`src/rtl/edf_irq_dispatch_if.sv`:
```
// Upstream handshake between the EDF interrupt controller and the dispatcher.
// Member names are written from the dispatcher's point of view.
interface edf_irq_dispatch_if #(
    parameter int NrIrqs  = 4,
    parameter int TsWidth = 24
);
    localparam int IdWidth = (NrIrqs > 1) ? $clog2(NrIrqs) : 1;

    logic               irq_valid_i;
    logic [IdWidth-1:0] irq_id_i;
    logic [TsWidth-1:0] irq_dl_i;
    logic               irq_ready_o;

    // Controller side: offers the arbitration winner
    modport master (
        output irq_valid_i,
        output irq_id_i,
        output irq_dl_i,
        input  irq_ready_o
    );

    // Dispatcher side: accepts the arbitration winner
    modport slave (
        input  irq_valid_i,
        input  irq_id_i,
        input  irq_dl_i,
        output irq_ready_o
    );
endinterface

```
`src/rtl/edf_irq_dispatch.sv`:
```
// EDF interrupt dispatcher: takes one arbitration winner at a time, presents
// it to the core, tracks claim/complete and audits the absolute deadline
// against mtime, flagging and counting misses.
module edf_irq_dispatch #(
    parameter int NrIrqs       = 4,
    parameter int TsWidth      = 24,
    parameter int MissCntWidth = 8,
    localparam int IdWidth     = (NrIrqs > 1) ? $clog2(NrIrqs) : 1
) (
    input  logic                    clk_i,
    input  logic                    rst_i,
    edf_irq_dispatch_if.slave       up_if,
    input  logic [63:0]             mtime_i,
    output logic                    core_irq_o,
    output logic [IdWidth-1:0]      core_id_o,
    input  logic                    core_claim_i,
    input  logic                    core_complete_i,
    input  logic [IdWidth-1:0]      core_complete_id_i,
    output logic                    busy_o,
    output logic                    cpl_err_o,
    output logic                    dl_miss_o,
    output logic [IdWidth-1:0]      miss_id_o,
    output logic [MissCntWidth-1:0] miss_cnt_o
);

    localparam logic [1:0] ST_IDLE  = 2'd0;
    localparam logic [1:0] ST_PEND  = 2'd1;
    localparam logic [1:0] ST_SERVE = 2'd2;

    logic [1:0]              state_q,     state_d;
    logic [IdWidth-1:0]      id_q,        id_d;
    logic [63:0]             abs_dl_q,    abs_dl_d;
    logic                    miss_flag_q, miss_flag_d;
    logic                    cpl_err_q,   cpl_err_d;
    logic                    dl_miss_q,   dl_miss_d;
    logic [IdWidth-1:0]      miss_id_q,   miss_id_d;
    logic [MissCntWidth-1:0] miss_cnt_q,  miss_cnt_d;

    logic cpl_ok;
    logic in_service;
    logic late;

    // Counter increment that sticks at all-ones instead of wrapping
    function automatic logic [MissCntWidth-1:0] sat_inc(input logic [MissCntWidth-1:0] v);
        if (&v) return v;
        return v + {{(MissCntWidth-1){1'b0}}, 1'b1};
    endfunction

    // Handshake and core-facing flags come only from registered state
    assign up_if.irq_ready_o = (state_q == ST_IDLE);
    assign core_irq_o        = (state_q == ST_PEND);
    assign busy_o            = (state_q != ST_IDLE);
    assign core_id_o         = id_q;
    assign cpl_err_o         = cpl_err_q;
    assign dl_miss_o         = dl_miss_q;
    assign miss_id_o         = miss_id_q;
    assign miss_cnt_o        = miss_cnt_q;

    // Only a matching complete while serving is legal; equality with abs_dl is still on time
    assign cpl_ok     = (state_q == ST_SERVE) && core_complete_i && (core_complete_id_i == id_q);
    assign in_service = (state_q == ST_PEND) || (state_q == ST_SERVE);
    assign late       = (mtime_i > abs_dl_q);

    // Next-state: FSM transitions, completion error pulse and one-shot miss accounting
    always_comb begin
        state_d     = state_q;
        id_d        = id_q;
        abs_dl_d    = abs_dl_q;
        miss_flag_d = miss_flag_q;
        cpl_err_d   = 1'b0;
        dl_miss_d   = 1'b0;
        miss_id_d   = miss_id_q;
        miss_cnt_d  = miss_cnt_q;

        case (state_q)
            ST_IDLE: begin
                if (up_if.irq_valid_i) begin
                    state_d     = ST_PEND;
                    id_d        = up_if.irq_id_i;
                    abs_dl_d    = mtime_i + 64'(up_if.irq_dl_i);
                    miss_flag_d = 1'b0;
                end
            end
            ST_PEND: begin
                if (core_claim_i) state_d = ST_SERVE;
            end
            ST_SERVE: begin
                if (cpl_ok) state_d = ST_IDLE;
            end
            default: state_d = ST_IDLE;
        endcase

        // A complete in PEND (even alongside a claim) or with a stale id is an error
        if (core_complete_i && !cpl_ok) cpl_err_d = 1'b1;

        // First late cycle of this interrupt is reported; later ones are suppressed by miss_flag
        if (in_service && !miss_flag_q && late) begin
            miss_flag_d = 1'b1;
            dl_miss_d   = 1'b1;
            miss_id_d   = id_q;
            miss_cnt_d  = sat_inc(miss_cnt_q);
        end
    end

    // State register; reset abandons any outstanding interrupt without pulses
    always_ff @(posedge clk_i or posedge rst_i) begin
        if (rst_i) begin
            state_q     <= ST_IDLE;
            id_q        <= '0;
            abs_dl_q    <= '0;
            miss_flag_q <= 1'b0;
            cpl_err_q   <= 1'b0;
            dl_miss_q   <= 1'b0;
            miss_id_q   <= '0;
            miss_cnt_q  <= '0;
        end else begin
            state_q     <= state_d;
            id_q        <= id_d;
            abs_dl_q    <= abs_dl_d;
            miss_flag_q <= miss_flag_d;
            cpl_err_q   <= cpl_err_d;
            dl_miss_q   <= dl_miss_d;
            miss_id_q   <= miss_id_d;
            miss_cnt_q  <= miss_cnt_d;
        end
    end

endmodule

```
`src/flat_wrapper.sv`:
```
// flat-port wrapper written by rule: the top's interface ports become plain ports
module edf_irq_dispatch_flat 
#(
    parameter int NrIrqs       = 4,
    parameter int TsWidth      = 24,
    parameter int MissCntWidth = 8,
    localparam int IdWidth     = (NrIrqs > 1) ? $clog2(NrIrqs) : 1
)
  (clk_i, rst_i, mtime_i, core_irq_o, core_id_o, core_claim_i, core_complete_i, core_complete_id_i, busy_o, cpl_err_o, dl_miss_o, miss_id_o, miss_cnt_o, up_if_irq_valid_i, up_if_irq_id_i, up_if_irq_dl_i, up_if_irq_ready_o);
  edf_irq_dispatch_if #(.NrIrqs(NrIrqs), .TsWidth(TsWidth)) up_if_i ();
  input  logic clk_i;
  input  logic rst_i;
  input  logic [63:0] mtime_i;
  output logic core_irq_o;
  output logic [IdWidth-1:0] core_id_o;
  input  logic core_claim_i;
  input  logic core_complete_i;
  input  logic [IdWidth-1:0] core_complete_id_i;
  output logic busy_o;
  output logic cpl_err_o;
  output logic dl_miss_o;
  output logic [IdWidth-1:0] miss_id_o;
  output logic [MissCntWidth-1:0] miss_cnt_o;
  input wire logic [$bits(up_if_i.irq_valid_i)-1:0] up_if_irq_valid_i;
  input wire logic [$bits(up_if_i.irq_id_i)-1:0] up_if_irq_id_i;
  input wire logic [$bits(up_if_i.irq_dl_i)-1:0] up_if_irq_dl_i;
  output wire logic [$bits(up_if_i.irq_ready_o)-1:0] up_if_irq_ready_o;
  assign up_if_i.irq_valid_i = up_if_irq_valid_i;
  assign up_if_i.irq_id_i = up_if_irq_id_i;
  assign up_if_i.irq_dl_i = up_if_irq_dl_i;
  assign up_if_irq_ready_o = up_if_i.irq_ready_o;
  edf_irq_dispatch #(.NrIrqs(NrIrqs), .TsWidth(TsWidth), .MissCntWidth(MissCntWidth)) u_core (.clk_i(clk_i), .rst_i(rst_i), .up_if(up_if_i), .mtime_i(mtime_i), .core_irq_o(core_irq_o), .core_id_o(core_id_o), .core_claim_i(core_claim_i), .core_complete_i(core_complete_i), .core_complete_id_i(core_complete_id_i), .busy_o(busy_o), .cpl_err_o(cpl_err_o), .dl_miss_o(dl_miss_o), .miss_id_o(miss_id_o), .miss_cnt_o(miss_cnt_o));
endmodule
```
`config.mk`:
```
export PLATFORM = sky130hd
export DESIGN_NAME = edf_irq_dispatch_flat
export DESIGN_NICKNAME = d
export VERILOG_FILES = /design/src/rtl/edf_irq_dispatch_if.sv /design/src/rtl/edf_irq_dispatch.sv /design/src/flat_wrapper.sv
export SDC_FILE = /design/constraint.sdc
export NUM_CORES = 1
export LEC_CHECK = 0
export CORE_MARGIN = 3
export CORE_UTILIZATION = 55
export DETAILED_ROUTE_END_ITERATION = 12
export PLACE_DENSITY = 0.87
export SYNTH_ARGS = -nofsm -noshare
export SYNTH_HDL_FRONTEND = slang
export SYNTH_SLANG_ARGS = --single-unit
```
`constraint.sdc`:
```
create_clock -name clk_i -period 3.2 [get_ports clk_i]
set_input_delay 0.64 -clock clk_i [delete_from_list [all_inputs] [get_ports clk_i]]
set_output_delay 0.64 -clock clk_i [all_outputs]
set_load 0.02 [all_outputs]
```
==> impl_metrics.py <==
metrics = {
    "yosys": {
        "ys_seq_area_frac": 0.302,
        "yosys_warnings": 0,
        "ys_types": 60,
        "ys_dominant_reg_cell": "dfrtp_1",
        "synthArstFlopShare": 1.00,
        "synth_edf_count": 0,
        "ys_ff_latch": 81,
        "netlist_instances": 807,
        "syn_nets": 997,
        "synth.avg_cell_area_um2": 8.31,
        "syn-cell-area_um2": 6710,
    },
    "setup_path": {
        "start_kind": "input pin",
        "r2r_start": "u_core.abs_dl_q[15]",
        "cpPeakStageDelay_ns": 0.48,
        "worstPathCellList": "clkdlybuf4s50_1, ha_1, a21oi_1, nor2b_1, or4_1, o211a_1, o21ai_2, nor2_1, xnor2_1, o21ai_0",
        "critPathLaunch": "mtime_i[9]",
        "ff2ff_setup_slack_ns": 0.50,
        "path_class": "input pin to register",
        "crit_path_end": "u_core.abs_dl_q[44]",
        "cp_slowest_cell": "or4_1",
        "cp_max_fo": 7,
        "arrival_ns": 3.33,
        "worstReg2RegEnd": "u_core.miss_id_o[1]",
        "reg2regPathDepth": 8,
        "end_kind": "register",
        "critPathRequiredTime_ns": 3.44,
    },
    "run": {
        "max_cap_violations": 0,
    },
    "drt": {
        "ant_nets": 0,
        "routedWlPerCell_um": 16.1,
        "drtIter0Drc": 461,
        "wl_mm": 18.7,
        "drc": 0,
        "post_drt_via_cell_ratio": 5.65,
        "drt_first_pass_iters": 6,
        "vias": 6560,
    },
    "sta": {
        "min_period_ns": 3.10,
        "fmax_mhz": 323,
        "final_hold_viol_count": 0,
        "skew_ns": 0.00642,
        "slew-limit-headroom": 0.450,
        "fin_crit_sh": 0.967,
        "setup_viol": 0,
        "worst_pin_slew_ns": 0.824,
        "drv_slew": 0,
    },
    "power_and_ir_drop": {
        "p_switching_uw": 2270,
        "ir_drop_mv": 0.289,
        "p_per_area_nw_per_um2": 634,
        "p_sw_frac": 0.396,
        "finalPower_uw": 5750,
        "p_comb_frac": 0.516,
        "p_int_uw": 3470,
        "p_seq_frac": 0.310,
        "clockPowerShare": 0.174,
        "leakage_uw": 0.00427,
    },
    "worst_hold_path": {
        "min_path_type": "register to register",
    },
    "placement": {
        "port_buffers": 113,
        "gp_congestion": 0.890,
        "placed_cells": 1149,
        "place_hpwl_mm": 14.5,
    },
    "floorplan": {
        "die_h_um": 116,
        "num_io_pins": 114,
        "initial_core_util": 0.575,
        "die_w_um": 116,
        "core.rowCount": 39,
        "core_um2": 11700,
        "die-area_um2": 13600,
    },
    "clocking": {
        "clk_latency_ns": 0.34,
        "clk_pin_slew_worst_paths_ns": 0.06,
        "cts_num_sinks": 81,
        "cts_root_buf": "clkbuf_16",
        "cts.htree.levels": 3,
        "cts_buffers": 9,
        "clk_path_buf_depth": 2,
        "cts_tree": "built",
    },
    "global_route": {
        "grt_start_max_net_pins": 82,
        "track_usage": 0.281,
        "grt_pass1_vias": 6716,
        "grt-ovfl-total": 0,
        "antenna_found_initial": 0,
        "grt_pass1_wl_mm": 30.7,
    },
    "final_layout": {
        "layout_common_cells": "nand2_1 (122), clkdlybuf4s50_1 (113), buf_4 (103)",
        "finalNonFillerCells": 1162,
        "antennaDiodeCount": 0,
        "drive_gt1_frac": 0.142,
        "fillCellCount": 795,
        "final_common_cell": "nand2_1",
        "nNetsFinal": 1207,
        "area_growth_pct": 35.0,
        "fin_util": 0.777,
    },
    "status": {
        "status": "finished, final reports clean",
    },
}
## Yosys cell counts (all sizes together), types with 7 or more instances
cell    number  area (um2)
a21o        11        82.6
a21oi       59         295
and3        14        88.8
clkbuf      16        60.1
dfrtp       81        2030
ha          92        1150
inv         82         308
mux2         8        97.6
nand2      124         468
nand2b       7        51.3
nand3       27         135
nand4       25         163
nor2        25        93.8
nor2b       11        71.3
nor3         9        56.3
o21ai       84         428
xnor2       27         236
xor2        43         377
## per-layer routing
layer  up-vias  track usage  routed length (um)
met2       252        0.487                9230
li1       3212            -                   -
met4         0        0.104                 516
met5         -            0                   0
met1      3045        0.351                7860
met3        51       0.0487                1140
## repair_timing
action,in CTS,in global routing
gates resized for setup,1,6
setup endpoints to repair,1,12
buffers inserted,0,0
hold buffers,0,0
pin swaps,0,5
## state kept, by name, summed over array words and instances, names as in the netlist
register            flops
u_core.miss_flag_q      1
u_core.abs_dl_q        64
u_core.miss_id_o        2
u_core.cpl_err_o        1
u_core.miss_cnt_o       8
u_core.core_id_o        2
u_core.dl_miss_o        1
u_core.state_q          2
## layout make-up
class	instances	area, um2	share of cell area
Tap cell	143	179	0.0198
Timing Repair Buffer	218	1940	0.215
Inverter	82	309	0.0341
Clock buffer	12	236	0.0261
Sequential cell	81	2030	0.224
Clock inverter	1	30.0	0.00331
Multi-Input combinational cell	625	4330	0.478
## stage by stage
step / setup TNS (ns) / hold WS (ns) / setup WS (ns) / instance area [um2]
CTS: 0 / 0.485 / 0.0785 / 9030
global route: -0.00251 / 0.501 / -0.00251 / 9060
global placement: -4.18 / 0.462 / -0.237 / 8760
floorplan: 0 / 0.438 / 0.369 / 6710
detailed placement: -6.63 / 0.466 / -0.320 / 8760
finish: 0 / 0.481 / 0.104 / 9060
## kinds of logic (layout without fill, tap and decap cells)
logic type               Yosys count  count (layout)  synth area share
AO/OA/AOI/OAI                    184             184             0.159
XOR/XNOR                          70              70            0.0914
adder cells (fa/ha/maj)           93              93             0.175
buffers and inverters            101             313            0.0580
flip-flops                        81              81             0.302
multiplexers                      10              10            0.0175
AND/OR/NAND/NOR                  268             268             0.198
## how the worst min path moves through the flow
stage / startpoint / endpoint / slack, ns / depth (start not counted)
5_1_grt: u_core.abs_dl_q[2] / u_core.abs_dl_q[2] / 0.50 / 2
6_report: u_core.abs_dl_q[12] / u_core.abs_dl_q[12] / 0.48 / 2
3_3_place_gp: u_core.abs_dl_q[29] / u_core.abs_dl_q[29] / 0.46 / 2
2_1_floorplan: u_core.miss_flag_q / u_core.miss_flag_q / 0.44 / 2
3_5_place_dp: u_core.miss_flag_q / u_core.miss_flag_q / 0.47 / 2
4_1_cts: u_core.abs_dl_q[41] / u_core.abs_dl_q[41] / 0.48 / 2
## power groups by stage
stage / logic, uW / clock network (uW) / registers (uW)
floorplan: 1740 / 0 / 1780
detailed placement: 2900 / 0 / 1790
CTS: 2950 / 998 / 1780
global placement: 2740 / 0 / 1760
finish: 2960 / 999 / 1780
global route: 3340 / 1040 / 1830
## worst max-delay path: cells and delay by family
family | cells | cell delay, ns
buffers and inverters | 1 | 0.43
adder cells (fa/ha/maj) | 1 | 0.31
XOR/XNOR | 1 | 0.16
AO/OA/AOI/OAI | 4 | 1.10
AND/OR/NAND/NOR | 3 | 0.69
(Power assumes the default switching activity.)
